[src/rtl/spi_master_pkg.sv]
// rtl/spi_master_pkg.sv - shared state encoding and mode constants for the SPI master
// Purpose: FSM state type, SPI mode constants {cpol, cpha}, default word width,
//          and the edge-counter width helper used by spi_master_clkgen.
// Ports:   none (package).
package spi_master_pkg;

    localparam int W_CPU = 32;

    typedef enum logic [1:0] {
        SPI_IDLE  = 2'd0,
        SPI_SETUP = 2'd1,
        SPI_XFER  = 2'd2,
        SPI_HOLD  = 2'd3
    } spi_state_t;

    // Mode constants encoded as {cpol, cpha}
    localparam logic [1:0] SPI_MODE0 = 2'b00;
    localparam logic [1:0] SPI_MODE1 = 2'b01;
    localparam logic [1:0] SPI_MODE2 = 2'b10;
    localparam logic [1:0] SPI_MODE3 = 2'b11;

    localparam bit DEBUG_SPI = 1'b0;

    // Edge counter must hold 2*W_Data without wrapping inside a word
    function automatic int edge_cnt_width(input int w_data);
        return $clog2(2 * w_data) + 1;
    endfunction

endpackage

[src/rtl/spi_master_clkgen.sv]
// rtl/spi_master_clkgen.sv - half-period divider and SCLK edge counter
// Purpose: counts H = div+1 clk cycles per phase while the master is active and
//          numbers the SCLK edges of a word.
// Ports:   clk, rst (async active-low); run (any non-idle state); xfer (XFER state);
//          div (latched divider); tick (end of an H-cycle phase); edge_pulse (SCLK edge
//          in XFER); leading/trailing (kind of the pending edge); last_edge (edge 2*W_Data).
module spi_master_clkgen
    import spi_master_pkg::*;
#(
    parameter int W_Data = W_CPU,
    parameter int W_Div  = 8
) (
    input  logic             clk,
    input  logic             rst,
    input  logic             run,
    input  logic             xfer,
    input  logic [W_Div-1:0] div,
    output logic             tick,
    output logic             edge_pulse,
    output logic             leading,
    output logic             trailing,
    output logic             last_edge
);

    localparam int              W_Edge = edge_cnt_width(W_Data);
    localparam logic [W_Edge-1:0] LAST = W_Edge'(2 * W_Data - 1);

    logic [W_Div-1:0]  div_cnt;
    logic [W_Edge-1:0] edge_cnt;

    assign tick       = run && (div_cnt == div);
    assign edge_pulse = tick && xfer;
    // edge_cnt holds edges already made; the pending edge is number edge_cnt+1,
    // which is leading when odd, i.e. when edge_cnt is even
    assign leading    = !edge_cnt[0];
    assign trailing   = edge_cnt[0];
    assign last_edge  = (edge_cnt == LAST);

    always_ff @(posedge clk or negedge rst) begin
        if (!rst) begin
            div_cnt <= '0;
        end else if (!run || tick) begin
            div_cnt <= '0;
        end else begin
            div_cnt <= div_cnt + 1'b1;
        end
    end

    always_ff @(posedge clk or negedge rst) begin
        if (!rst) begin
            edge_cnt <= '0;
        end else if (!xfer) begin
            edge_cnt <= '0;
        end else if (edge_pulse) begin
            edge_cnt <= edge_cnt + 1'b1;
        end
    end

endmodule

[src/rtl/spi_master.sv]
// rtl/spi_master.sv - parametrised full-duplex SPI master
// Purpose: IDLE -> SETUP -> XFER -> HOLD word transfer with configurable width,
//          divider, CPOL/CPHA and chip select. Optional macro SPI_LOOPBACK_EN routes
//          the block's own mosi into the sampler instead of the miso pin.
// Ports:   clk, rst (async active-low); tx_data/tx_valid/tx_ready request handshake;
//          cs_sel, clk_div, cpol, cpha (latched at accept); rx_data/rx_valid result;
//          busy; sclk, mosi, miso, cs_n SPI pins.
module spi_master
    import spi_master_pkg::*;
#(
    parameter int W_Data = W_CPU,
    parameter int W_Div  = 8,
    parameter int N_CS   = 2,
    parameter int W_Sel  = 1
) (
    input  logic              clk,
    input  logic              rst,
    input  logic [W_Data-1:0] tx_data,
    input  logic              tx_valid,
    output logic              tx_ready,
    input  logic [W_Sel-1:0]  cs_sel,
    input  logic [W_Div-1:0]  clk_div,
    input  logic              cpol,
    input  logic              cpha,
    output logic [W_Data-1:0] rx_data,
    output logic              rx_valid,
    output logic              busy,
    output logic              sclk,
    output logic              mosi,
    input  logic              miso,
    output logic [N_CS-1:0]   cs_n
);

    spi_state_t        state, state_nxt;
    logic              accept;
    logic [W_Sel-1:0]  cs_q;
    logic [W_Div-1:0]  div_q;
    logic              cpol_q, cpha_q, sclk_q, mosi_q;
    logic [W_Data-1:0] tx_sh, rx_sh;
    logic              tick, edge_pulse, leading, trailing, last_edge;
    logic              do_sample, do_shift, sample_in;

    assign accept = tx_valid && (state == SPI_IDLE);
    assign mosi   = mosi_q;

    spi_master_clkgen #(
        .W_Data (W_Data),
        .W_Div  (W_Div)
    ) u_clkgen (
        .clk        (clk),
        .rst        (rst),
        .run        (state != SPI_IDLE),
        .xfer       (state == SPI_XFER),
        .div        (div_q),
        .tick       (tick),
        .edge_pulse (edge_pulse),
        .leading    (leading),
        .trailing   (trailing),
        .last_edge  (last_edge)
    );

    // cpha=0: sample leading, advance mosi on trailing (the final trailing edge has no
    // next bit). cpha=1: drive on leading, sample trailing.
    assign do_sample = edge_pulse && (cpha_q ? trailing : leading);
    assign do_shift  = edge_pulse && (cpha_q ? leading : (trailing && !last_edge));

`ifdef SPI_LOOPBACK_EN
    logic unused_miso;
    assign unused_miso = miso;
    assign sample_in   = mosi_q;
`else
    assign sample_in   = miso;
`endif

    always_ff @(posedge clk or negedge rst) begin
        if (!rst) begin
            state <= SPI_IDLE;
        end else begin
            state <= state_nxt;
        end
    end

    always_comb begin
        state_nxt = state;
        case (state)
            SPI_IDLE:  if (accept)                  state_nxt = SPI_SETUP;
            SPI_SETUP: if (tick)                    state_nxt = SPI_XFER;
            SPI_XFER:  if (edge_pulse && last_edge) state_nxt = SPI_HOLD;
            SPI_HOLD:  if (tick)                    state_nxt = SPI_IDLE;
            default:                                state_nxt = SPI_IDLE;
        endcase
    end

    always_comb begin
        tx_ready = (state == SPI_IDLE);
        busy     = (state != SPI_IDLE);
        sclk     = (state == SPI_XFER) ? sclk_q : cpol_q;
        cs_n     = '1;
        // An out-of-range cs_q matches no index, so the frame runs with no slave selected
        for (int i = 0; i < N_CS; i++) begin
            cs_n[i] = !(busy && (cs_q == W_Sel'(i)));
        end
    end

    always_ff @(posedge clk or negedge rst) begin
        if (!rst) begin
            cs_q     <= '0;
            div_q    <= '0;
            cpol_q   <= 1'b0;
            cpha_q   <= 1'b0;
            sclk_q   <= 1'b0;
            mosi_q   <= 1'b0;
            tx_sh    <= '0;
            rx_sh    <= '0;
            rx_data  <= '0;
            rx_valid <= 1'b0;
        end else begin
            rx_valid <= 1'b0;
            if (state == SPI_IDLE) begin
                cpol_q <= cpol;
                if (accept) begin
                    cs_q   <= cs_sel;
                    div_q  <= clk_div;
                    cpha_q <= cpha;
                    sclk_q <= cpol;
                    if (!cpha) begin
                        // MSB must already be on the line before the first leading edge
                        mosi_q <= tx_data[W_Data-1];
                        tx_sh  <= tx_data << 1;
                    end else begin
                        tx_sh  <= tx_data;
                    end
                end
            end
            if (edge_pulse) begin
                sclk_q <= !sclk_q;
            end
            if (do_shift) begin
                mosi_q <= tx_sh[W_Data-1];
                tx_sh  <= tx_sh << 1;
            end
            if (do_sample) begin
                rx_sh <= {rx_sh[W_Data-2:0], sample_in};
            end
            if ((state == SPI_HOLD) && tick) begin
                rx_data  <= rx_sh;
                rx_valid <= 1'b1;
            end
        end
    end

endmodule

[config.mk]
export PLATFORM = sky130hd
export DESIGN_NAME = spi_master
export DESIGN_NICKNAME = d
export VERILOG_FILES = /design/src/rtl/spi_master_pkg.sv /design/src/rtl/spi_master_clkgen.sv /design/src/rtl/spi_master.sv
export SDC_FILE = /design/constraint.sdc
export NUM_CORES = 1
export LEC_CHECK = 0
export ABC_AREA = 1
export CORE_ASPECT_RATIO = 0.5
export CORE_MARGIN = 3
export CORE_UTILIZATION = 39
export CTS_CLUSTER_SIZE = 10
export DETAILED_ROUTE_END_ITERATION = 10
export GPL_TIMING_DRIVEN = 1
export MAX_ROUTING_LAYER = met4
export PLACE_DENSITY = 0.56
export RECOVER_POWER = 50
export SLEW_MARGIN = 20
export SYNTH_ARGS = -nofsm -noshare
export SYNTH_HDL_FRONTEND = slang
export SYNTH_HIERARCHICAL = 1
export SYNTH_SLANG_ARGS = --single-unit
[constraint.sdc]
create_clock -name clk -period 6.6 [get_ports clk]
set_input_delay 0.66 -clock clk [delete_from_list [all_inputs] [get_ports clk]]
set_output_delay 0.66 -clock clk [all_outputs]
set_load 0.01 [all_outputs]
==> reports/metrics.yaml <==
die:
  core_area_sq_um: 15700
  num_rows: 32
  dieArea_sq_um: 17900
  die_h_um: 96.1
  die_w_um: 186
  ios: 86
  start_util_pct: 40.4
clock_tree:
  numCtsBuffers: 17
  insertion_delay_ns: 0.41
  post_cts_buffers: 0
  clock-sinks: 127
  postCtsResizedCells: 0
  clk_pin_slew_ns: 0.06
  cts_hold_buf: 0
  clockBufferDepth: 2
  htreeDepth: 4
  root_buffer: "clkbuf_16"
  cts_tree: "done"
place:
  io_buffers: 85
  hpwlAfterDp_um: 8750
  dpl_worst_slack_ns: 2.65
  gp_congestion: 0.782
yosys:
  synth_area_sq_um: 6320
  yosysTopAreaCellShare_pct: 50.2
  yosysWarnings: 6
  synth_edf_count: 0
  syn_nets: 884
  ys_top_cells_by_area: "dfrtp_1 50%, nand2_1 22%, o21ai_0 5.5%, inv_1 4.3%, nand3b_1 3.7%"
  synthArstFlopShare_pct: 100
  synth_commonest_cells: "379 x nand2_1, 127 x dfrtp_1, 72 x inv_1, 69 x o21ai_0, 46 x nand3_1"
  synthMostInstantiatedCell: "nand2_1"
  ys_ff_latch: 127
  yosys_most_used_dff: "dfrtp_1"
  ys_seq_area_share_pct: 50.2
  yosysUniqueCellTypes: 27
  syn_inst: 830
  synth_area_per_cell_sq_um: 7.62
  yosys.area.top_type: "dfrtp_1"
setup_path:
  crit_required_ns: 6.55
  cp_num_buf_inv: 2
  path_delay_family: "buffers and inverters"
  setup.worst_path.end_class: "asynchronous set/reset pin"
  slowest_stage: "clkbuf_1"
  critPathLaunchType: "input port"
  path_max_fanout: 50
  crit_top_cell: "clkbuf_1"
  path_cells: "clkbuf_1 > clkbuf_1"
  max_stage_delay_ns: 1.97
  crit_type: "in2async"
  arrival_ns: 4.08
timing:
  report.final.slew_viol_count: 132
  finalHoldViolCount: 0
  rsz0062_at_grt: "false"
  clock_skew_ns: 0.00628
  relSlewSlack_pct: -76.3
  post-route-period-util_pct: 62.6
  fin_setup_tns_ns: 0
  worstMarginPinSlew_ns: 2.64
  holdWs_ns: 0.478
  setup_viol: 0
  setup_slack_ns: 2.47
  period_minus_slack_ns: 4.13
  fmax_ghz: 0.242
detailed_routing:
  remaining_drc_errors: 0
  drtPass1Iterations: 4
  drt_iter0_drc: 455
  final_antenna_net_count: 0
  via_count: 5224
  routed_wl_um: 13900
  wl_per_cell_um: 12.3
  viasPerCell: 4.61
global_route:
  antenna_found_initial: 0
  grt_pass1_wl_um: 23200
  grt_pass1_vias: 4801
  overflow: 0
  track_usage_pct: 16.8
  grt_max_degree: 65
power:
  finalPower_mw: 2.67
  power.density_nw_per_um2: 338
  ir_drop_mv: 0.158
  leakagePower_nw: 3.94
layout:
  diodes: 0
  layout.nets: 953
  area_growth_syn_to_layout_pct: 24.8
  drive_gt1_share_pct: 5.38
  n_fill_cell: 1556
min_path:
  hold_class: "reg2reg"
flow_run:
  drv_cap: 3
outcome:
  violations: "capacitance limit, slew limit"
  status: "finished with violations"
==> area by class of cell <==
type / count / area, sq um / share of cell area (%)
multi-input cells: 586 / 2670 / 33.8
inverters: 76 / 285 / 3.61
flip-flops and latches: 127 / 3180 / 40.2
clock buffers: 17 / 425 / 5.39
repair buffers: 91 / 882 / 11.2
clock inverters: 14 / 184 / 2.33
well taps: 221 / 277 / 3.50
==> sequential cells by signal (all words and copies together) (netlist names) <==
name	cells
rx_data	32
rx_sh	32
sclk_q	1
tx_sh	32
state	2
u_clkgen/div_cnt	8
cpol_q	1
mosi	1
div_q	8
cpha_q	1
u_clkgen/edge_cnt	7
rx_valid	1
cs_q	1
==> worst reg2reg max path, stage by stage (launching register included) <==
cell     delay [ns]
dfrtp_1        0.39
inv_1          0.09
ha_1           0.26
inv_1          0.27
nand3_1        0.35
nor2_1         0.44
inv_2          0.08
a21oi_4        0.71
nand2_4        0.60
nand3_1        0.25
nand2_1        0.07
==> worst paths after layout <==
kind	start	end	slack, ns	cells past startpoint
max reg2reg	state[0]	tx_sh[30]	2.96	10
min	rx_data[27]	rx_data[27]	0.48	2
min reg2reg	rx_data[27]	rx_data[27]	0.48	2
max	rst	rx_data[13]	2.47	2
max in group clk	state[0]	tx_sh[30]	2.96	10
min in group asynchronous	rst	tx_sh[18]	0.82	1
==> cell families (layout without fill, tap and decap cells) <==
logic type               count (synthesis)  in the layout  share of synthesized area (%)
AND/OR/NAND/NOR                        492            492                           32.7
flip-flops                             127            127                           50.2
buffers and inverters                  117            198                           7.48
AO/OA/AOI/OAI                           77             77                           6.77
XOR/XNOR                                10             10                           1.38
adder cells (fa/ha/maj)                  7              7                           1.38
==> where the power goes <==
group | leakage [nW] | switching [mW] | internal, mW
registers | 1.70 | 0.0989 | 0.930
clock network | 0.302 | 0.370 | 0.601
logic | 1.94 | 0.402 | 0.269
==> metrics by stage <==
stage | utilization (%) | cells | cell area (sq um)
detailed placement | 46.7 | 1101 | 7310
CTS | 50.6 | 1132 | 7920
floorplan | - | 830 | 6320
finish | 50.4 | 1132 | 7900
global placement | 46.7 | 1101 | 7310
global route | 50.4 | 1132 | 7900
==> cells in the final DEF, fill, tap and decap left out, types with 2 or more instances in the layout <==
master,synthesis,final
nand2_1,379,378
dfrtp_1,127,127
clkdlybuf4s50_1,0,81
inv_1,72,72
o21ai_0,69,70
nand3_1,46,47
nand3b_1,31,31
nor2_1,19,19
clkbuf_16,0,17
nand4_1,8,8
ha_1,7,7
xor2_1,6,6
inv_2,4,4
clkinv_4,0,4
buf_4,0,4
xnor2_1,4,4
nand2_2,3,3
bufinv_16,0,3
inv_6,0,3
clkbuf_1,14,3
dlygate4sd3_1,0,3
or2_2,2,2
o21ai_1,2,2
inv_8,0,2
clkinv_2,0,2
==> routing by layer <==
layer  global-route usage (%)  wire length, um
met4                     5.63              129
met2                     24.7             5950
met3                     4.23              601
met1                     22.8             7190
met5                        -                0
Power figures use the tool's default switching activity.
